$ cat config.mk
export PLATFORM = sky130hd
export DESIGN_NAME = qspi_tx_shift
export DESIGN_NICKNAME = d
export VERILOG_FILES = /design/src/rtl/qspi_pkg.sv /design/src/rtl/qspi_tx_shift.sv
export SDC_FILE = /design/constraint.sdc
export NUM_CORES = 1
export LEC_CHECK = 0
export CAP_MARGIN = 20
export CELL_PAD_IN_SITES_DETAIL_PLACEMENT = 0
export CELL_PAD_IN_SITES_GLOBAL_PLACEMENT = 1
export CORE_MARGIN = 2
export CORE_UTILIZATION = 54
export DETAILED_ROUTE_END_ITERATION = 12
export DONT_BUFFER_PORTS = 1
export PLACE_DENSITY_LB_ADDON = 0.2
export SYNTH_ARGS = -nofsm -noshare
export SYNTH_HDL_FRONTEND = slang
export SYNTH_SLANG_ARGS = --single-unit
$ cat constraint.sdc
create_clock -name clk_i -period 22.2 [get_ports clk_i]
set_input_delay 4.44 -clock clk_i [delete_from_list [all_inputs] [get_ports clk_i]]
set_output_delay 4.44 -clock clk_i [all_outputs]
set_load 0.03 [all_outputs]
$ cat src/rtl/qspi_pkg.sv
// Shared Quad-SPI types: lane modes, transmit FSM states and lane-count helper.
package qspi_pkg;

    typedef enum logic [1:0] {
        QSPI_SINGLE = 2'b00,
        QSPI_DUAL   = 2'b01,
        QSPI_QUAD   = 2'b10,
        QSPI_RSVD   = 2'b11
    } qspi_mode_e;

    typedef enum logic [1:0] {
        TX_IDLE  = 2'b00,
        TX_SHIFT = 2'b01,
        TX_DONE  = 2'b10
    } tx_state_e;

    // Number of active data lanes; the reserved encoding behaves as single.
    function automatic logic [2:0] lanes_f(input qspi_mode_e mode);
        case (mode)
            QSPI_DUAL: lanes_f = 3'd2;
            QSPI_QUAD: lanes_f = 3'd4;
            default:   lanes_f = 3'd1;
        endcase
    endfunction

endpackage

$ cat src/rtl/qspi_tx_shift.sv
// Quad-SPI transmit shifter: serialises one word onto 1/2/4 lanes, one beat per
// shift_en_i strobe, with bit/lane ordering matching qspi_rx_shift.
module qspi_tx_shift
    import qspi_pkg::*;
#(
    parameter int unsigned DATA_W = 32
) (
    input  logic              clk_i,
    input  logic              rst_ni,
    input  logic [DATA_W-1:0] data_i,
    input  logic              valid_i,
    output logic              ready_o,
    input  logic              lsb_i,
    input  logic [1:0]        mode_i,
    input  logic              shift_en_i,
    input  logic              abort_i,
    output logic [3:0]        qsd_o,
    output logic [3:0]        qsd_oe_o,
    output logic              busy_o,
    output logic              done_o
);

    localparam int unsigned CNT_W = $clog2(DATA_W + 1);

    function automatic logic [CNT_W-1:0] beats_f(input qspi_mode_e mode);
        beats_f = CNT_W'(DATA_W / 32'(lanes_f(mode)));
    endfunction

    tx_state_e          state_q, state_d;
    logic [DATA_W-1:0]  shift_q, shift_d;
    logic               lsb_q, lsb_d;
    qspi_mode_e         mode_q, mode_d;
    logic [CNT_W-1:0]   cnt_q, cnt_d;
    logic [3:0]         qsd_q, qsd_d;
    logic [3:0]         oe_q, oe_d;
    logic               ready_q, ready_d;
    logic               busy_q, busy_d;
    logic               done_q, done_d;

    int unsigned        lanes_n;
    int unsigned        idx_n;
    int unsigned        pos_n;
    logic [3:0]         beat_w;
    logic [3:0]         oe_mask;

    // Next-state logic; cnt_q holds the number of beats still to present.
    always_comb begin
        state_d = state_q;
        shift_d = shift_q;
        lsb_d   = lsb_q;
        mode_d  = mode_q;
        cnt_d   = cnt_q;
        case (state_q)
            TX_IDLE: begin
                if (valid_i) begin
                    state_d = TX_SHIFT;
                    shift_d = data_i;
                    lsb_d   = lsb_i;
                    mode_d  = qspi_mode_e'(mode_i);
                    cnt_d   = beats_f(qspi_mode_e'(mode_i));
                end
            end
            TX_SHIFT: begin
                if (abort_i) begin
                    state_d = TX_IDLE;
                end else if (shift_en_i) begin
                    if (cnt_q == CNT_W'(1)) begin
                        state_d = TX_DONE;
                    end else begin
                        cnt_d = cnt_q - CNT_W'(1);
                    end
                end
            end
            TX_DONE: begin
                state_d = TX_IDLE;
            end
            default: begin
                state_d = TX_IDLE;
            end
        endcase
    end

    // Output decode from next-state values so beat 0 appears right after accept.
    always_comb begin
        lanes_n = 32'(lanes_f(mode_d));
        idx_n   = 32'(beats_f(mode_d) - cnt_d);
        pos_n   = lsb_d ? (lanes_n * idx_n) : (DATA_W - lanes_n * (idx_n + 32'd1));
        beat_w  = 4'(shift_d >> pos_n);
        oe_mask = 4'((5'd1 << lanes_f(mode_d)) - 5'd1);
        qsd_d   = 4'b0000;
        oe_d    = 4'b0000;
        if (state_d == TX_SHIFT) begin
            oe_d  = oe_mask;
            qsd_d = beat_w & oe_mask;
        end
        ready_d = (state_d == TX_IDLE);
        busy_d  = (state_d == TX_SHIFT);
        done_d  = (state_d == TX_DONE);
    end

    always_ff @(posedge clk_i or negedge rst_ni) begin
        if (!rst_ni) begin
            state_q <= TX_IDLE;
            shift_q <= '0;
            lsb_q   <= 1'b0;
            mode_q  <= QSPI_SINGLE;
            cnt_q   <= '0;
            qsd_q   <= 4'b0000;
            oe_q    <= 4'b0000;
            ready_q <= 1'b1;
            busy_q  <= 1'b0;
            done_q  <= 1'b0;
        end else begin
            state_q <= state_d;
            shift_q <= shift_d;
            lsb_q   <= lsb_d;
            mode_q  <= mode_d;
            cnt_q   <= cnt_d;
            qsd_q   <= qsd_d;
            oe_q    <= oe_d;
            ready_q <= ready_d;
            busy_q  <= busy_d;
            done_q  <= done_d;
        end
    end

    assign qsd_o    = qsd_q;
    assign qsd_oe_o = oe_q;
    assign ready_o  = ready_q;
    assign busy_o   = busy_q;
    assign done_o   = done_q;

endmodule

==> results.py <==
metrics = {
    "yosys": {
        "synth_top_cell_area_share_pct": 23.66,
        "synth_mux_area_share_pct": 16.54,
        "synth_cells": 615,
        "yosysWarnings": 0,
        "synth_area_per_cell_um2": 8.942,
        "synth_top_family_by_area": "adder cells",
        "yosys-top-cells-area": "dfrtp_1, ha_1, mux2i_1, inv_1, fa_1",
        "syn_nets": 729,
        "synthXorXnorAreaFrac_pct": 2.708,
        "synth_compound_area_share_pct": 14.56,
        "synth_simple_gate_area_share_pct": 14.38,
        "ys_ff_latch": 53,
        "netlist_area_mm2": 0.005499,
        "async_flop_share_pct": 100.0,
        "synth_seq_area_share_pct": 24.14,
        "synth_flop_cell": "dfrtp_1",
        "synth.distinct_cells": 66,
        "synth-adder-area-share_pct": 19.02,
        "synth_edf_count": 0,
        "yosys.area.top_type": "dfrtp_1",
        "yosysMostFrequentCell": "inv_1",
        "ys_top_cells_by_count": "inv_1, mux2i_1, ha_1",
    },
    "sta": {
        "worst_pin_slew_ps": 675.9,
        "max_freq_mhz": 86.68,
        "fin_crit_ps": 11540,
        "hold_viol": 0,
        "rsz0062_at_grt": "no",
        "drv_slew": 0,
        "setup_viol": 0,
        "clock_skew_ps": 7.058,
        "post-route-period-util_pct": 51.97,
        "relSlewSlack_pct": 54.94,
        "fin_setup_tns_ps": 0,
        "holdWs_ps": 502.4,
    },
    "finish": {
        "syn_to_final_growth_pct": 3.823,
        "seqCellArea_mm2": 0.001328,
        "multi_input_comb_area_mm2": 0.003701,
        "nNetsFinal": 720,
        "n_fill_cell": 944,
        "antenna_cells": 0,
        "drive_gt1_share_pct": 8.072,
    },
    "routing": {
        "ant_nets": 0,
        "drt-total-wl_mm": 11.67,
        "drtIter0Drc": 192,
        "vias_per_cell": 5.709,
        "vias": 4225,
        "dr.pass1.iters": 5,
        "wire_per_inst_um": 15.76,
        "drc_errors": 0,
    },
    "clocking": {
        "clkLatencyLatePin_ps": 310,
        "cts_made_buffers": 5,
        "clk_path_buf_depth": 2,
        "post_cts.repair.setup_buffers": 0,
        "cts_root_buffer": "clkbuf_8",
        "cts_resized": 0,
        "cts.hold.buffers_added": 0,
        "clk_pin_slew_ps": 90,
        "tritoncts": "built",
        "clock-sinks": 53,
        "htreeDepth": 2,
    },
    "floorplan": {
        "die_h_um": 104.9,
        "row_count": 36,
        "initial_utilization_pct": 56.00,
        "coreArea_mm2": 0.009819,
        "die_area_mm2": 0.01101,
        "chipWidth_um": 104.9,
        "io-pin-count": 51,
    },
    "hold_path": {
        "hp-class": "register to register",
    },
    "setup_path": {
        "cp-end-kind": "register",
        "cp.arrival_ps": 11750,
        "crit_buf_inv": 4,
        "path_max_fanout": 37,
        "worstSetupPathType": "primary input to register",
        "slowest_delay_ps": 670,
        "slowest_stage": "ha_1",
        "required_ps": 22410,
        "worst_setup_path_start_kind": "primary input",
        "path_delay_family": "compound AO/OA/AOI/OAI gates",
        "critPathMostFrequentCell": "ha_1",
    },
    "grt": {
        "grt_pass1_vias": 4235,
        "grt_max_degree": 54,
        "gr-total-overflow": 0,
        "antenna_found_initial": 0,
        "grt_use_total_pct": 22.34,
        "grt_first_pass_wirelength_mm": 20.38,
    },
    "placement": {
        "gp_congestion": 0.8442,
        "dpl.hpwl_mm": 9.206,
        "numPortBuffers": 0,
    },
    "run_status": {
        "status": "completed",
    },
    "job": {
        "drv_cap": 0,
    },
}
per-layer routing:
metal	vias to the layer above	global-route usage (%)	wire length, µm
met2	74	38.73	5722
met1	2047	30.15	5474
met4	0	4.857	114
met5	-	0	0
li1	2096	-	-
met3	8	2.308	353
per-stage QoR:
| stage | util, % | cell area [µm²] | setup WS, ps | cells |
|---|---|---|---|---|
| 4_1_cts | 58.14 | 5709 | 10640 | 740 |
| 3_5_place_dp | 57.11 | 5608 | 10330 | 732 |
| 2_1_floorplan | - | 5499 | 10950 | 615 |
| 6_report | 58.14 | 5709 | 10660 | 740 |
| 3_3_place_gp | 57.11 | 5608 | 10640 | 732 |
| 5_1_grt | 58.14 | 5709 | 9973 | 740 |
layout make-up:
cell class	instances	share of cell area [%]
inverters	100	6.575
repair buffers	5	0.6575
well taps	133	2.915
flip-flops and latches	53	23.25
clock buffers	7	1.687
multi-input cells	441	64.83
clock inverters	1	0.08766
worst reg2reg max path, delay by kind of cell (launching register included):
kind	cells	cell delay, ps
XOR/XNOR	3	880
adder cells (fa/ha/maj)	5	2070
flip-flops	1	540
AO/OA/AOI/OAI	9	2320
buffers and inverters	4	710
multiplexers	1	370
AND/OR/NAND/NOR	6	1040
path summary, 6_finish.rpt:
| kind | cells after the start | from | slack [ps] | end |
|---|---|---|---|---|
| worst min-delay path | 1 | shift_q[0] | 500 | shift_q[0] |
| worst min register to register | 1 | shift_q[0] | 500 | shift_q[0] |
| worst max register to register | 28 | state_q[0] | 14170 | qsd_o[0] |
| max in group asynchronous | 0 | rst_ni | 18210 | ready_o |
| worst max-delay path | 28 | valid_i | 10660 | qsd_o[0] |
| min in group asynchronous | 0 | rst_ni | 3810 | cnt_q[4] |
registers in the layout, summed over array words and instances (netlist names):
signal and cells:
busy_o 1, cnt_q 6, done_o 1, lsb_q 1
mode_q 2, qsd_o 4, qsd_oe_o 3, ready_o 1
shift_q 32, state_q 2
logic make-up after synthesis:
kind of cell,count (synthesis)
AO/OA/AOI/OAI,112
XOR/XNOR,17
adder cells (fa/ha/maj),74
buffers and inverters,121
flip-flops,53
multiplexers,83
AND/OR/NAND/NOR,155
cell usage in the layout, fill, tap and decap left out, types with 3 or more instances in the layout:
cell type  count
a211oi_1      10
a21o_1         8
a21oi_1       21
a22oi_1        4
a31oi_1        6
and2_1        16
buf_4          5
clkbuf_8       7
dfrtp_1       52
fa_1          16
ha_1          58
inv_1         99
mux2_2        19
mux2i_1       59
nand2_1       43
nand2b_1       6
nand3_1       13
nand4_1        6
nor2_1        27
nor2b_1       20
nor3_1        10
o211ai_1       4
o21a_1         7
o21ai_0       15
o21bai_1       4
o221ai_1       3
o22ai_1        3
xnor2_1       13
xor2_1         4
Power is not shown: default switching activity piles up to over one toggle a cycle in this logic, so the estimate is an artifact.
